## src/rtl/fp_add_issuer.sv

```systemverilog
// fp_add_issuer
//   Takes one multi-lane floating-point add request, issues its lanes one at a
//   time to a single-lane adder, gathers the (possibly out-of-order) results by
//   tag, and hands the assembled vector back on a writeback channel. Only one
//   request is in flight at a time. Operand and result bits are never
//   inspected or altered.
//
//   State table
//     IDLE  | waiting for a request; req_ready_o high once out of reset
//     ISSUE | lanes being issued and/or results being collected
//     WB    | all lanes returned; writeback presented until accepted
//
// Ports
//   clk, rst_n                      clock, async active-low reset
//   req_valid_i/req_ready_o         request handshake
//   req_a_i, req_b_i                NUM_LANE packed operands (lane i at [i*W +: W])
//   req_rm_i, req_reg_idxw_i,
//   req_warpid_i                    request side-band fields
//   add_valid_o/add_ready_i         issue handshake to the adder
//   add_a_o, add_b_o, add_rm_o,
//   add_ctrl_c_o, add_reg_idxw_o,
//   add_warpid_o                    current lane operands, tag = lane index
//   res_valid_i/res_ready_o         result handshake from the adder
//   res_result_i, res_fflags_i,
//   res_ctrl_c_i                    lane result, flags and returned tag
//   wb_valid_o/wb_ready_i           writeback handshake
//   wb_data_o, wb_fflags_o,
//   wb_reg_idxw_o, wb_warpid_o      assembled result and side-band fields
//   protocol_err_o                  one-cycle pulse on a bad/duplicate tag
module fp_add_issuer #(
  parameter int EXPWIDTH     = 5,
  parameter int PRECISION    = 3,
  parameter int W            = EXPWIDTH + PRECISION + 1,
  parameter int NUM_LANE     = 4,
  parameter int CTRL_C_WIDTH = 16,
  parameter int DEPTH_WARP   = 4
) (
  input  logic                      clk,
  input  logic                      rst_n,
  input  logic                      req_valid_i,
  output logic                      req_ready_o,
  input  logic [NUM_LANE*W-1:0]     req_a_i,
  input  logic [NUM_LANE*W-1:0]     req_b_i,
  input  logic [2:0]                req_rm_i,
  input  logic [7:0]                req_reg_idxw_i,
  input  logic [DEPTH_WARP-1:0]     req_warpid_i,
  output logic                      add_valid_o,
  input  logic                      add_ready_i,
  output logic [W-1:0]              add_a_o,
  output logic [W-1:0]              add_b_o,
  output logic [2:0]                add_rm_o,
  output logic [CTRL_C_WIDTH-1:0]   add_ctrl_c_o,
  output logic [7:0]                add_reg_idxw_o,
  output logic [DEPTH_WARP-1:0]     add_warpid_o,
  input  logic                      res_valid_i,
  output logic                      res_ready_o,
  input  logic [W-1:0]              res_result_i,
  input  logic [4:0]                res_fflags_i,
  input  logic [CTRL_C_WIDTH-1:0]   res_ctrl_c_i,
  output logic                      wb_valid_o,
  input  logic                      wb_ready_i,
  output logic [NUM_LANE*W-1:0]     wb_data_o,
  output logic [4:0]                wb_fflags_o,
  output logic [7:0]                wb_reg_idxw_o,
  output logic [DEPTH_WARP-1:0]     wb_warpid_o,
  output logic                      protocol_err_o
);

  localparam int LIDXW = (NUM_LANE > 1) ? $clog2(NUM_LANE) : 1;
  // One extra count value marks "all lanes issued".
  localparam int CNTW  = $clog2(NUM_LANE + 1);

  typedef enum logic [1:0] {
    IDLE  = 2'd0,
    ISSUE = 2'd1,
    WB    = 2'd2
  } state_e;

  state_e                  state_q, state_d;
  logic                    live_q;
  logic [NUM_LANE*W-1:0]   a_q, a_d, b_q, b_d, data_q, data_d;
  logic [2:0]              rm_q, rm_d;
  logic [7:0]              idxw_q, idxw_d;
  logic [DEPTH_WARP-1:0]   warp_q, warp_d;
  logic [CNTW-1:0]         cnt_q, cnt_d;
  logic [NUM_LANE-1:0]     done_q, done_d;
  logic [4:0]              flags_q, flags_d;
  logic                    err_q, err_d;

  logic [LIDXW-1:0]        issue_lane, res_lane;
  logic                    req_fire, add_fire, res_fire, wb_fire, res_ok;

  assign issue_lane = cnt_q[LIDXW-1:0];
  assign res_lane   = res_ctrl_c_i[LIDXW-1:0];

  // live_q holds req_ready_o low until the first edge after reset release.
  assign req_ready_o = live_q && (state_q == IDLE);
  assign add_valid_o = (state_q == ISSUE) && (cnt_q < CNTW'(NUM_LANE));
  assign res_ready_o = (state_q == ISSUE);
  assign wb_valid_o  = (state_q == WB);

  assign req_fire = req_valid_i && req_ready_o;
  assign add_fire = add_valid_o && add_ready_i;
  assign res_fire = res_valid_i && res_ready_o;
  assign wb_fire  = wb_valid_o && wb_ready_i;

  // A result is usable only for an existing lane that has not yet returned.
  assign res_ok = (res_ctrl_c_i < CTRL_C_WIDTH'(NUM_LANE)) && !done_q[res_lane];

  assign add_a_o        = a_q[issue_lane*W +: W];
  assign add_b_o        = b_q[issue_lane*W +: W];
  assign add_rm_o       = rm_q;
  assign add_ctrl_c_o   = {{(CTRL_C_WIDTH-LIDXW){1'b0}}, issue_lane};
  assign add_reg_idxw_o = idxw_q;
  assign add_warpid_o   = warp_q;

  assign wb_data_o      = data_q;
  assign wb_fflags_o    = flags_q;
  assign wb_reg_idxw_o  = idxw_q;
  assign wb_warpid_o    = warp_q;
  assign protocol_err_o = err_q;

  always_comb begin
    state_d = state_q;
    a_d     = a_q;
    b_d     = b_q;
    data_d  = data_q;
    rm_d    = rm_q;
    idxw_d  = idxw_q;
    warp_d  = warp_q;
    cnt_d   = cnt_q;
    done_d  = done_q;
    flags_d = flags_q;
    err_d   = 1'b0;
    case (state_q)
      IDLE: begin
        if (req_fire) begin
          a_d     = req_a_i;
          b_d     = req_b_i;
          rm_d    = req_rm_i;
          idxw_d  = req_reg_idxw_i;
          warp_d  = req_warpid_i;
          cnt_d   = '0;
          done_d  = '0;
          flags_d = '0;
          state_d = ISSUE;
        end
      end
      ISSUE: begin
        if (add_fire) cnt_d = cnt_q + CNTW'(1);
        if (res_fire) begin
          if (res_ok) begin
            data_d[res_lane*W +: W] = res_result_i;
            done_d[res_lane]        = 1'b1;
            flags_d                 = flags_q | res_fflags_i;
          end else begin
            err_d = 1'b1;
          end
        end
        // Leave on the edge that records the last result, so writeback is
        // visible in the very next cycle.
        if (&done_d) state_d = WB;
      end
      WB: begin
        if (wb_fire) state_d = IDLE;
      end
      default: state_d = IDLE;
    endcase
  end

  always_ff @(posedge clk or negedge rst_n) begin
    if (!rst_n) begin
      state_q <= IDLE;
      live_q  <= 1'b0;
      a_q     <= '0;
      b_q     <= '0;
      data_q  <= '0;
      rm_q    <= '0;
      idxw_q  <= '0;
      warp_q  <= '0;
      cnt_q   <= '0;
      done_q  <= '0;
      flags_q <= '0;
      err_q   <= 1'b0;
    end else begin
      state_q <= state_d;
      live_q  <= 1'b1;
      a_q     <= a_d;
      b_q     <= b_d;
      data_q  <= data_d;
      rm_q    <= rm_d;
      idxw_q  <= idxw_d;
      warp_q  <= warp_d;
      cnt_q   <= cnt_d;
      done_q  <= done_d;
      flags_q <= flags_d;
      err_q   <= err_d;
    end
  end

endmodule

```

## config.mk

```make
export PLATFORM = sky130hd
export DESIGN_NAME = fp_add_issuer
export DESIGN_NICKNAME = d
export VERILOG_FILES = /design/src/rtl/fp_add_issuer.sv
export SDC_FILE = /design/constraint.sdc
export NUM_CORES = 1
export LEC_CHECK = 0
export BUFFER_PORTS_ARGS = -buffer_cell sky130_fd_sc_hd__clkbuf_2
export CAP_MARGIN = 25
export CELL_PAD_IN_SITES_DETAIL_PLACEMENT = 0
export CELL_PAD_IN_SITES_GLOBAL_PLACEMENT = 1
export CORE_MARGIN = 8
export CORE_UTILIZATION = 42
export DETAILED_ROUTE_END_ITERATION = 16
export GPL_ROUTABILITY_DRIVEN = 0
export PLACE_DENSITY = 0.92
export SYNTH_ARGS = -nofsm -noshare
export SYNTH_HDL_FRONTEND = slang
export SYNTH_SLANG_ARGS = --single-unit
```

## constraint.sdc

```tcl
create_clock -name clk -period 3.4 [get_ports clk]
set_input_delay 0.85 -clock clk [delete_from_list [all_inputs] [get_ports clk]]
set_output_delay 0.85 -clock clk [all_outputs]
set_load 0.005 [all_outputs]
```

Word-level counts from Yosys, hierarchy flattened:

Index checks and enable logic that the tools add are counted.

* flip-flop bits (word level): 139
* input port bits: 123
* output and inout port bits: 107

* add/sub/neg operators: 2
* multiply operators: 2
* magnitude comparators: 4
* eq/ne operators: 8
* shift operators: 4
* multiplexer cells: 24
* bitwise logic cells: 2
* reductions and logical operators: 18

Operator list (count)
* 36-bit by 7-bit variable part select with 9-bit output: 2
* 36-bit bitwise mux: 1
* 9-bit by 34-bit variable shift with 36-bit output (first input constant): 1
* 9-bit by 34-bit variable part select with 36-bit output: 1
* 6-bit negation with 34-bit output: 1
* 16-bit by 3-bit less-than comparator with 1-bit output (second input constant): 1
* 4-bit 2-to-1 mux: 4
* 5-bit 2-to-1 mux: 3
* 2-bit by 4-bit multiplier with 6-bit output (second input constant): 2
* 2-bit by 1-bit inequality test with 1-bit output (second input constant): 5
* 5-bit one-hot mux with 2 select lines: 1
* 3-bit AND reduction: 3
* 1-bit logical AND: 8
* 4-bit one-hot mux with 2 select lines: 1
* 4-bit AND reduction: 2
* 2-bit 2-to-1 mux: 3
* 3-bit 2-to-1 mux: 2
* 2-bit one-hot mux with 3 select lines: 1
* 3-bit one-hot mux with 2 select lines: 1
* 1-bit 2-to-1 mux: 5
* 5-bit bitwise OR: 1
* 4-bit bitwise OR: 1
* 2-bit AND reduction: 2
* 3-bit by 1-bit adder with 3-bit output (second input constant): 1
* other kinds (11): 11

Longest topological paths before layout:

Gate-level depths: netlist of run 1.

* depth in word-level cells: 11
* depth in mapped cells: 6
* gate-level depth less buffers: 6

Worst setup path after synthesis of run 1:

Ideal clock, no wire load.

* path type: in2reg
* from: in res_ctrl_c_i[12]
* to: reg data_q[0] (netlist: wb_data_o[0])
* data arrival time: 2.287 ns
* required time: 3.321 ns
* path slack: 1.034 ns
* stages: 6
* path buffers: 1
* cell sequence: nor4_1 nand4_4 nor3b_4 and2_4 buf_12 mux2i_1

* word-level cells in the longest chain between the ends: 3

Ends and longest elaborated chain
* from (decl): RTL line 59 `input logic [CTRL_C_WIDTH-1:0] res_ctrl_c_i,`
* 16-bit by 3-bit less-than comparator with 1-bit output: RTL line 108 `assign res_ok = (res_ctrl_c_i < CTRL_C_WIDTH'(NUM_LANE)) && !done_q[res_lane];`
* 1-bit logical AND: RTL line 108
* 3-bit AND reduction (no source line)
* to (signal assigned): RTL line 190 `data_q <= data_d;`
* to (decl): RTL line 81 `logic [NUM_LANE*W-1:0] a_q, a_d, b_q, b_d, data_q, data_d;`

No other way between the ends.
A chain may end at the register's enable or synchronous reset.

Worst setup path in the final report of run 1:

* from: reg cnt_q[0]
* to: out add_a_o[0]

* word-level cells in the longest chain between the ends: 2

Ends and longest elaborated chain
* from (decl): RTL line 85 `logic [CNTW-1:0] cnt_q, cnt_d;`
* from (signal assigned): RTL line 194 `cnt_q <= cnt_d;`
* 2-bit by 4-bit multiplier with 6-bit output: RTL line 110 `assign add_a_o = a_q[issue_lane*W +: W];`
* 36-bit by 7-bit variable part select with 9-bit output: RTL line 110
* to (decl): RTL line 49 `output logic [W-1:0] add_a_o,`

No other way between the ends.

==> metrics.md, run 1 <==
| Metric | Value |
|---|---|
| Status | `completed` |
| First-pass GRT wire length | `24.8 mm` |
| Final HPWL DP | `11.5 mm` |
| I/O Buffers | `215` |
| Clk_skew | `0.00897 ns` |
| CTS tree | `done` |
| Sw Ratio | `28.4%` |
| Syn-to-layout area delta | `27.1%` |
| Final wirelength | `15.1 mm` |
| Hold-fix buffers at CTS | `0` |
| Library cells used by synthesis | `34` |
| CTS H-Tree Depth | `4` |
| Die W | `139 um` |
| Final Setup Violations | `0` |
| Wirelength per Cell | `17.1 um` |
| Largest family of logic cells by synthesized area | `multiplexers` |
| Synth Area in Adders | `1.76%` |
| Synth Cell Area | `6380 um2` |
| Pint | `0.00450 W` |
| Clk_lat worst skew | `0.42 ns` |
| Clock power share | `31.2%` |
| Post-Synth Simple-Gate Area | `6.02%` |
| Post-Synth XOR/XNOR Area | `0%` |
| RSZ-0062 raised after global routing | `false` |
| Die height | `139 um` |
| Post-place setup slack | `0.638 ns` |
| Min-delay worst type | `in -> async` |
| Worst Tran Pin Value | `0.655 ns` |
| Max-Cap Viols | `0` |
| # rows | `45` |
| Slew Viols, Final | `0` |
| Post-route ant nets | `0` |
| Gate power share | `28.9%` |
| Pwr/cell area | `774 nW/um2` |
| Kind of critical path | `reg -> out` |
| Slew margin rel. | `56.3%` |
| Core box area | `15000 um2` |
| Ys Warns | `0` |
| Fmax | `0.366 GHz` |
| Antenna fix cells | `0` |
| Tmin final | `2.73 ns` |
| Vias in the first global route | `4851` |
| # IOs | `230` |
| Startpoint types | `flip-flop` |
| Sequential cell area | `3480 um2` |
| Layout cell share with drive strength beyond 1 | `41.0%` |
| Drc violations | `0` |
| Starting density of the core | `42.5%` |
| Clock transition at path regs | `0.06 ns` |
| Iter 0 DRT Violations | `135` |
| Post-synthesis sequential area ratio | `54.5%` |
| Final Cycle Share | `80.3%` |
| CTS resizes | `0` |
| Yosys reg bits | `139` |
| FILL cells | `1282` |
| Global route total overflow | `0` |
| CP arrival | `1.88 ns` |
| Total GRT Usage | `15.9%` |
| Maximum number of pins on one net before global-route repair | `76` |
| Multiplexer share of the synthesized area | `27.9%` |
| Final Hold Fails | `0` |
| Pre-antenna DRT Iters | `4` |
| Setup TNS | `0 ns` |
| Sequential cell fraction of total power | `39.9%` |
| Crit Path Max Fanout | `21` |
| CTS sink cnt | `139` |
| Clock root cell | `clkbuf_16` |
| Final #Nets | `812` |
| Die area | `19400 um2` |
| Avg Cell Area, Syn | `13.5 um2` |
| Worst-case clock buffer depth | `2` |
| Initial antenna violation count | `0` |
| Area of the multi-input gates | `2430 um2` |
| Data required time of the critical path | `2.55 ns` |
| Leakage | `4.00 nW` |
| Compound-gate portion of the synthesized area | `1.45%` |
| CTS buffer count | `17` |
| CP endpoint kind | `output port` |
| Vias | `4248` |
| Setup Fix Bufs, Post-CTS | `0` |
| P_sw | `0.00178 W` |
| Syn Inst Count | `472` |
| Post-route worst setup slack | `0.669 ns` |
| Peak supply drop | `545 uV` |
| Final core occ | `54.0%` |
| Vias/cell | `4.82` |
## through the flow
step	power [W]	cell area [um2]	hold WS, ns	instances
after floorplan	0.00365	6430	0.452	485
after global placement	0.00427	7480	0.462	849
after detailed placement	0.00439	7480	0.471	849
after CTS	0.00637	8110	0.438	881
after global routing	0.00664	8110	0.455	881
final	0.00628	8110	0.422	881
## logic make-up (layout without fill, tap and decap cells)
family | count (synthesis) | count (layout)
other | 2 | 15
AND/OR/NAND/NOR | 73 | 73
adder cells (fa/ha/maj) | 9 | 9
multiplexers | 143 | 143
flip-flops | 139 | 139
buffers and inverters | 92 | 300
AO/OA/AOI/OAI | 14 | 14
## area by class of cell
class	instances	area share (%)
tap	188	2.90
clock inverter	13	2.34
inverter	44	2.04
clock buffer	19	5.46
timing repair buffer	224	14.5
sequential	139	42.9
multi-input combinational	254	29.9
## critical path, stage by stage (launching register included)
cell,delay (ns)
dfrtp_1,0.33
buf_4,0.38
mux4_2,0.61
clkbuf_2,0.14
## sequential cells by signal, indices dropped and copies added (netlist names), 3 cells and up
| signal | flops |
|---|---|
| wb_fflags_o | 5 |
| done_q | 4 |
| add_reg_idxw_o | 8 |
| a_q | 36 |
| add_rm_o | 3 |
| b_q | 36 |
| add_warpid_o | 4 |
| cnt_q | 3 |
| wb_data_o | 36 |
## per-layer routing
layer | routed length [um] | up-vias | global-route usage [%]
met2 | 7230 | 164 | 25.8
met1 | 6080 | 2105 | 18.1
li1 | - | 1967 | -
met4 | 194 | 0 | 5.26
met5 | 0 | - | 0
met3 | 1560 | 12 | 7.66
## worst paths after layout
path	start	end	cells past startpoint	slack, ns
min in group clk	a_q[28]	a_q[28]	1	0.48
worst max register to register	state_q[0]	b_q[8]	4	1.23
max in group asynchronous	rst_n	a_q[8]	2	2.16
worst min-delay path	rst_n	wb_fflags_o[4]	1	0.42
worst min register to register	a_q[28]	a_q[28]	1	0.48
worst max-delay path	cnt_q[0]	add_a_o[0]	3	0.67
## power by group through the flow
stage	sequential, W	clock (W)	combinational [W]
floorplan	0.00244	0	0.00121
global placement	0.00248	0	0.00180
detailed placement	0.00253	0	0.00185
CTS	0.00251	0.00200	0.00187
global route	0.00258	0.00207	0.00200
finish	0.00250	0.00196	0.00181
## Yosys cell counts, drive strengths merged
cell type | n | area share [%]
a21o | 1 | 0.12
a21oi | 6 | 0.47
a22o | 1 | 0.14
and2 | 6 | 0.74
and3b | 1 | 0.14
buf | 45 | 5.5
clkbuf | 3 | 0.18
conb | 2 | 0.12
dfrtp | 139 | 54
ha | 9 | 1.8
inv | 44 | 2.6
mux2 | 88 | 16
mux2i | 36 | 5.6
mux4 | 19 | 6.7
nand2 | 40 | 2.4
nand2b | 1 | 0.098
nand4 | 2 | 0.43
nor2 | 9 | 0.53
nor2b | 5 | 0.49
nor3 | 1 | 0.078
nor3b | 5 | 0.76
nor4 | 3 | 0.39
o21a | 1 | 0.12
o2bb2ai | 1 | 0.14
o31ai | 4 | 0.47
## placed cells by master, fill, tap and decap left out, types with 6 or more instances in the layout
cell type / instances
dfrtp_1: 139
conb_1: 15
mux4_2: 19
nand2_1: 40
inv_1: 43
a21oi_1: 6
buf_4: 7
ha_1: 9
mux2_1: 87
clkbuf_16: 17
nor2_1: 9
clkbuf_2: 214
mux2i_1: 36
No activity file was read; power rests on OpenSTA's default activity.
==> run 2: changes to the inputs <==
--- a/config.mk
+++ b/config.mk
@@ -10,10 +10,10 @@
 export CELL_PAD_IN_SITES_DETAIL_PLACEMENT = 0
 export CELL_PAD_IN_SITES_GLOBAL_PLACEMENT = 1
 export CORE_MARGIN = 8
-export CORE_UTILIZATION = 42
+export CORE_UTILIZATION = 35
 export DETAILED_ROUTE_END_ITERATION = 16
 export GPL_ROUTABILITY_DRIVEN = 0
-export PLACE_DENSITY = 0.92
+export PLACE_DENSITY = 0.83
 export SYNTH_ARGS = -nofsm -noshare
 export SYNTH_HDL_FRONTEND = slang
 export SYNTH_SLANG_ARGS = --single-unit
==> constraint.sdc (replaced) <==
create_clock -name clk -period 2.4 [get_ports clk]
set_input_delay 0.6 -clock clk [delete_from_list [all_inputs] [get_ports clk]]
set_output_delay 0.6 -clock clk [all_outputs]
set_load 0.005 [all_outputs]
==> run 2 against run 1 <==
Non-clock buffer count grew 12; sequential share of layout area shrank 0.92 points; highest routed layer is now met5; core utilization shrank 7.8 points; flip-flop and latch count is the same.
==> metrics.md, run 2 (synthesized netlist as in run 1, its figures left out) <==
| Metric | Value |
|---|---|
| Clk_lat worst skew | `0.42 ns (about the same)` |
| RSZ-0062 raised after global routing | `true (was false)` |
| Iter 0 DRT Violations | `131 (was 135)` |
| Final wirelength | `15.6 mm (was 15.1 mm)` |
| Peak supply drop | `597 uV (was 545 uV)` |
| Clk_skew | `0.00742 ns (was 0.00897 ns)` |
| CP endpoint kind | `output port (unchanged)` |
| Post-route ant nets | `0 (unchanged)` |
| Vias in the first global route | `4745 (was 4851)` |
| Final Cycle Share | `97.6%` |
| Worst-case clock buffer depth | `2 (unchanged)` |
| Wirelength per Cell | `16.7 um (was 17.1 um)` |
| Tot Pwr | `0.00896 W (was 0.00628 W)` |
| Max-Cap Viols | `0 (unchanged)` |
| Die W | `151 um (was 139 um)` |
| Vias | `4272 (was 4248)` |
| Clock transition at path regs | `0.06 ns (about the same)` |
| Clock root cell | `clkbuf_16 (unchanged)` |
| Global route total overflow | `0 (unchanged)` |
| Die area | `22800 um2 (was 19400 um2)` |
| Total GRT Usage | `14.3% (was 15.9%)` |
| Pre-antenna DRT Iters | `4 (unchanged)` |
| Min-delay worst type | `in -> async (unchanged)` |
| Met3 Use GR | `7.02% (was 7.66%)` |
| Hold-fix buffers at CTS | `0 (unchanged)` |
| Data required time of the critical path | `1.80 ns (was 2.55 ns)` |
| Met1 GRT Util | `17.8% (was 18.1%)` |
| Final Setup Violations | `0 (unchanged)` |
| Slew Viols, Final | `0 (unchanged)` |
| CTS sink cnt | `139 (unchanged)` |
| Post-route worst setup slack | `0.0574 ns (was 0.669 ns)` |
| Final HPWL DP | `11.8 mm (was 11.5 mm)` |
| Post-place setup slack | `0.0380 ns (was 0.638 ns)` |
| Grt peak-use layer | `met2 (unchanged)` |
| Die height | `151 um (was 139 um)` |
| Vias/cell | `4.57 (was 4.82)` |
| Fmax | `0.427 GHz` |
| Most frequent cells in the layout | `clkbuf_2 (214), dfrtp_1 (138), mux2_1 (87), inv_1 (43), nand2_1 (40) (was clkbuf_2 (214), dfrtp_1 (139), mux2_1 (87), inv_1 (43), nand2_1 (40))` |
| Core box area | `18000 um2 (was 15000 um2)` |
| # rows | `49 (was 45)` |
| Post-Layout Inst Area | `8300 um2 (was 8110 um2)` |
| I/O Buffers | `215 (unchanged)` |
| Final Hold Fails | `0 (unchanged)` |
| Leakage | `4.07 nW (was 4.00 nW)` |
| Tmin final | `2.34 ns` |
| CP peak stage delay | `0.55 ns (was 0.61 ns)` |
| Layout cell share with drive strength beyond 1 | `42.1% (was 41.0%)` |
| Antenna fix cells | `0 (unchanged)` |
| Fin Hold WS | `0.131 ns (was 0.422 ns)` |
| Starting density of the core | `35.5% (was 42.5%)` |
| # IOs | `230 (unchanged)` |
| First-pass GRT wire length | `25.3 mm (was 24.8 mm)` |
| CTS buffer count | `17 (unchanged)` |
| Drc violations | `0 (unchanged)` |
| Met2 Use GR | `21.8% (was 25.8%)` |
| Syn-to-layout area delta | `29.9% (was 27.1%)` |
| Initial antenna violation count | `1 (was 0)` |
| Kind of critical path | `reg -> out (unchanged)` |
| CTS H-Tree Depth | `4 (unchanged)` |
| Maximum number of pins on one net before global-route repair | `51 (was 76)` |
| Startpoint types | `flip-flop (unchanged)` |
| CP arrival | `1.74 ns (was 1.88 ns)` |
| CTS tree | `done (unchanged)` |
| Crit-path slowest cell | `mux4_2 (unchanged)` |
| Final #Nets | `824 (was 812)` |
| Pwr/cell area | `1080 nW/um2 (was 774 nW/um2)` |
| DP Area | `7640 um2 (was 7480 um2)` |
| Commonest non-fill, non-tap cell in the layout | `clkbuf_2 (unchanged)` |
| CP cell instances | `buf_12, mux4_2, clkbuf_2 (was buf_4, mux4_2, clkbuf_2)` |
| Status | `completed (unchanged)` |
| Crit Path Max Fanout | `10 (was 21)` |
## run 2: cell types whose count changed in the layout (fill, tap and decap cells not counted), sizes merged
| cell | previous run | this run |
|---|---|---|
| inv | 47 | 50 |
| buf | 10 | 22 |
| clkinvlp | 4 | 3 |
| bufinv | 4 | 3 |
| clkbuf | 233 | 232 |
## run 2: metal layers
layer  vias to the layer above  share of wire [%]
met4                         2                1.1
met3                        17                 12
met1                      2080                 42
met5                         -              0.083
li1                       2002                  -
met2                       171                 44
## run 2: report_power, final
group	leakage, nW	internal [W]	switching, W
clock	0.290	0.00166	0.00108
combinational	2.21	0.00156	0.00111
sequential	1.57	0.00314	0.000404
total	4.07	0.00636	0.00259
## run 2: worst paths after layout
path | start | to | slack (ns) | cells after the start
max reg2reg | state_q[0] | add_warpid_o[2] | 0.49 | 4
max in group asynchronous | rst_n | a_q[14] | 1.66 | 2
min reg2reg | a_q[9] | a_q[9] | 0.48 | 1
min in group clk | req_b_i[10] | b_q[10] | 0.39 | 2
max | cnt_q[0] | add_b_o[7] | 0.06 | 3
min | rst_n | done_q[1] | 0.13 | 1
## run 2: final cells by class
type | instances | area, um2
multi-input combinational | 254 | 2430
inverter | 44 | 165
fill | 1655 | 9670
clock inverter | 14 | 185
timing repair buffer | 236 | 1320
sequential | 139 | 3480
tap | 229 | 287
clock buffer | 18 | 429
## run 2: stage by stage
step                util (%)  instances  setup TNS, ns
floorplan                  -        485              0
global placement        42.6        900              0
detailed placement      42.6        900              0
CTS                     46.2        934              0
global route            46.2        934        -0.0196
finish                  46.2        934              0
## run 2: worst max-delay path: cells and delay by family, from the launching register on
kind | cells | cell delay (ns)
mux | 1 | 0.55
buf+inv | 2 | 0.33
flops | 1 | 0.45
## run 2: timing repair
| action | in CTS | in global routing |
|---|---|---|
| endpoints found under the hold margin | 0 | 0 |
| gates cloned | 1 | 0 |
| resized for setup | 2 | 0 |
| setup buffers | 1 | 0 |
| setup endpoints to repair | 2 | 2 |
==> run 3: changes to the inputs <==
--- a/config.mk
+++ b/config.mk
@@ -14,6 +14,7 @@
 export DETAILED_ROUTE_END_ITERATION = 16
 export GPL_ROUTABILITY_DRIVEN = 0
 export PLACE_DENSITY = 0.83
+export SETUP_SLACK_MARGIN = 0.4
 export SYNTH_ARGS = -nofsm -noshare
 export SYNTH_HDL_FRONTEND = slang
 export SYNTH_SLANG_ARGS = --single-unit
==> run 3 against run 2 <==
Via count rose by 0.49%; wire length fell by 0.26%; combinational power barely moved; clock power rose by 4%; first-iteration DRC count fell by 1.5%; final cell count rose by 0.21%; power rose by 1.5%; highest routed layer unchanged.
==> metrics.md, run 3 (synthesized netlist as in run 1, its figures left out) <==
| Metric | Value |
|---|---|
| Status | `completed (unchanged)` |
| Die height | `151 um (unchanged)` |
| Final wirelength | `15.5 mm (was 15.6 mm)` |
| Worst path bufs/invs | `2 (unchanged)` |
| # rows | `49 (unchanged)` |
| Worst reg-to-reg path cell count | `5 (was 4)` |
| Worst-case clock buffer depth | `2 (unchanged)` |
| CP arrival | `1.68 ns (was 1.74 ns)` |
| Peak supply drop | `549 uV (was 597 uV)` |
| Drc violations | `0 (unchanged)` |
| Final Cycle Share | `95.0% (was 97.6%)` |
| R2r endpoint | `wb_data_o[22] (was add_warpid_o[2])` |
| Total GRT Usage | `13.5% (was 14.3%)` |
| FILL cells | `1653 (was 1655)` |
| Clk_skew | `0.0108 ns (was 0.00742 ns)` |
| Wirelength per Cell | `16.6 um (was 16.7 um)` |
| Kind of critical path | `reg -> out (unchanged)` |
| CP cell instances | `clkbuf_16, mux4_2, clkbuf_2 (was buf_12, mux4_2, clkbuf_2)` |
| Data required time of the critical path | `1.80 ns (about the same)` |
| Global route total overflow | `0 (unchanged)` |
| DP Cell Count | `898 (was 900)` |
| CP endpoint kind | `output port (unchanged)` |
| Die W | `151 um (unchanged)` |
| Pre-antenna DRT Iters | `4 (unchanged)` |
| Post-route ant nets | `0 (unchanged)` |
| Max Used Layer | `met5 (unchanged)` |
| Post-place setup slack | `0.0329 ns (was 0.0380 ns)` |
| R2R Setup Slk | `0.50 ns (was 0.49 ns)` |
| Tot Pwr | `0.00909 W (was 0.00896 W)` |
| Delay-heaviest family, CP | `multiplexers (unchanged)` |
| Vias | `4293 (was 4272)` |
| Layout cell share with drive strength beyond 1 | `42.8% (was 42.1%)` |
| Slew margin rel. | `66.5%` |
| Crit-path slowest cell | `mux4_2 (unchanged)` |
| Final #Nets | `825 (was 824)` |
| Post-route worst setup slack | `0.121 ns (was 0.0574 ns)` |
| Reg-to-reg startpoint | `done_q[1] (was state_q[0])` |
| Core box area | `18000 um2 (unchanged)` |
| First-pass GRT wire length | `24.0 mm (was 25.3 mm)` |
| # IOs | `230 (unchanged)` |
| Starting density of the core | `35.5% (unchanged)` |
| Most frequent cells in the layout | `clkbuf_2 (214), dfrtp_1 (138), mux2_1 (87), inv_1 (43), nand2_1 (40) (unchanged)` |
| CTS sink cnt | `139 (unchanged)` |
| Clock root cell | `clkbuf_16 (unchanged)` |
| Vias in the first global route | `4622 (was 4745)` |
| I/O Buffers | `215 (unchanged)` |
| RSZ-0062 raised after global routing | `true (unchanged)` |
| Fmax | `0.439 GHz (was 0.427 GHz)` |
| Crit Path Max Fanout | `8 (was 10)` |
| Pwr/cell area | `1090 nW/um2 (was 1080 nW/um2)` |
| Non-Filler Instances | `936 (was 934)` |
| CTS tree | `done (unchanged)` |
| CP peak stage delay | `0.50 ns (was 0.55 ns)` |
| Commonest non-fill, non-tap cell in the layout | `clkbuf_2 (unchanged)` |
| Final Hold Fails | `0 (unchanged)` |
| CTS buffer count | `17 (unchanged)` |
| Clk_lat worst skew | `0.41 ns (was 0.42 ns)` |
| Min-delay worst type | `in -> async (unchanged)` |
| Syn-to-layout area delta | `31.1% (was 29.9%)` |
| Die area | `22800 um2 (unchanged)` |
| Setup TNS | `0 ns (unchanged)` |
| Initial antenna violation count | `2 (was 1)` |
| Iter 0 DRT Violations | `129 (was 131)` |
| Maximum number of pins on one net before global-route repair | `51 (unchanged)` |
| Final Setup Violations | `0 (unchanged)` |
| CTS H-Tree Depth | `4 (unchanged)` |
| Final HPWL DP | `11.8 mm (about the same)` |
| Max-Cap Viols | `0 (unchanged)` |
| Worst Tran Pin Value | `0.502 ns` |
| Startpoint types | `flip-flop (unchanged)` |
| Slew Viols, Final | `0 (unchanged)` |
| Leakage | `4.11 nW (was 4.07 nW)` |
| Tmin final | `2.28 ns (was 2.34 ns)` |
| M1 WL | `6.64 mm (was 6.60 mm)` |
| Clock transition at path regs | `0.07 ns (was 0.06 ns)` |
| Met2 routed wirelength | `7.29 mm (was 6.90 mm)` |
| Vias/cell | `4.59 (was 4.57)` |
| DR WL met3 | `1.48 mm (was 1.90 mm)` |
run 3: cell types whose count changed in the layout (fill, tap and decap cells not counted), sizes merged:
| cell | change |
|---|---|
| clkinvlp | -3 |
| clkinv | +2 |
| and2 | +1 |
| buf | -1 |
| bufinv | +1 |
| clkbuf | +1 |
| diode | +1 |
run 3: what timing repair did:
item,CTS,global route
pin swaps,0,2
hold endpoints to repair,0,0
cloned,0,2
setup endpoints to repair,18,57
setup buffers,0,3
hold buffers,0,0
gates resized for setup,0,4
run 3: how the worst max path moves through the flow:
stage	startpoint	cells after the start	to
after floorplan	res_ctrl_c_i[0]	5	wb_data_o[0]
after global placement	res_ctrl_c_i[0]	5	wb_data_o[14]
after detailed placement	res_ctrl_c_i[0]	5	wb_data_o[10]
after CTS	cnt_q[0]	3	add_a_o[7]
after global routing	cnt_q[0]	3	add_b_o[3]
final	cnt_q[0]	3	add_b_o[8]
run 3: report_power, final:
part | switching, W | internal (W) | total (W) | leakage [nW]
combinational | 0.00111 | 0.00156 | 0.00267 | 2.22
clock | 0.00107 | 0.00180 | 0.00286 | 0.318
sequential | 0.000408 | 0.00314 | 0.00355 | 1.57
run 3: final cells by class:
type                    instances  area (um2)  share of cell area [%]
diodes                          1        2.50                  0.0299
flip-flops and latches        139        3480                    41.6
clock buffers                  18         439                    5.25
inverters                      44         165                    1.97
multi-input cells             255        2450                    29.3
repair buffers                236        1340                    16.0
well taps                     229         287                    3.42
clock inverters                14         206                    2.47
run 3: worst reg2reg max path: cells and delay by family (launching register included):
kind | cells | cell delay [ns]
and+or+nand+nor | 2 | 0.50
buffers and inverters | 1 | 0.15
muxes | 2 | 0.77
DFF | 1 | 0.39
run 3: layer usage:
layer	up-vias	GRT usage (%)
met5	-	0
met4	4	3.61
met3	14	5.68
met2	166	21.3
met1	2101	16.8
li1	2008	-
run 3: stage by stage:
step / area (um2) / utilization [%] / hold WS (ns)
2_1_floorplan: 6450 / - / 0.304
3_3_place_gp: 7640 / 42.5 / 0.462
3_5_place_dp: 7640 / 42.5 / 0.470
4_1_cts: 8290 / 46.1 / 0.123
5_1_grt: 8370 / 46.6 / 0.140
6_report: 8370 / 46.6 / 0.110
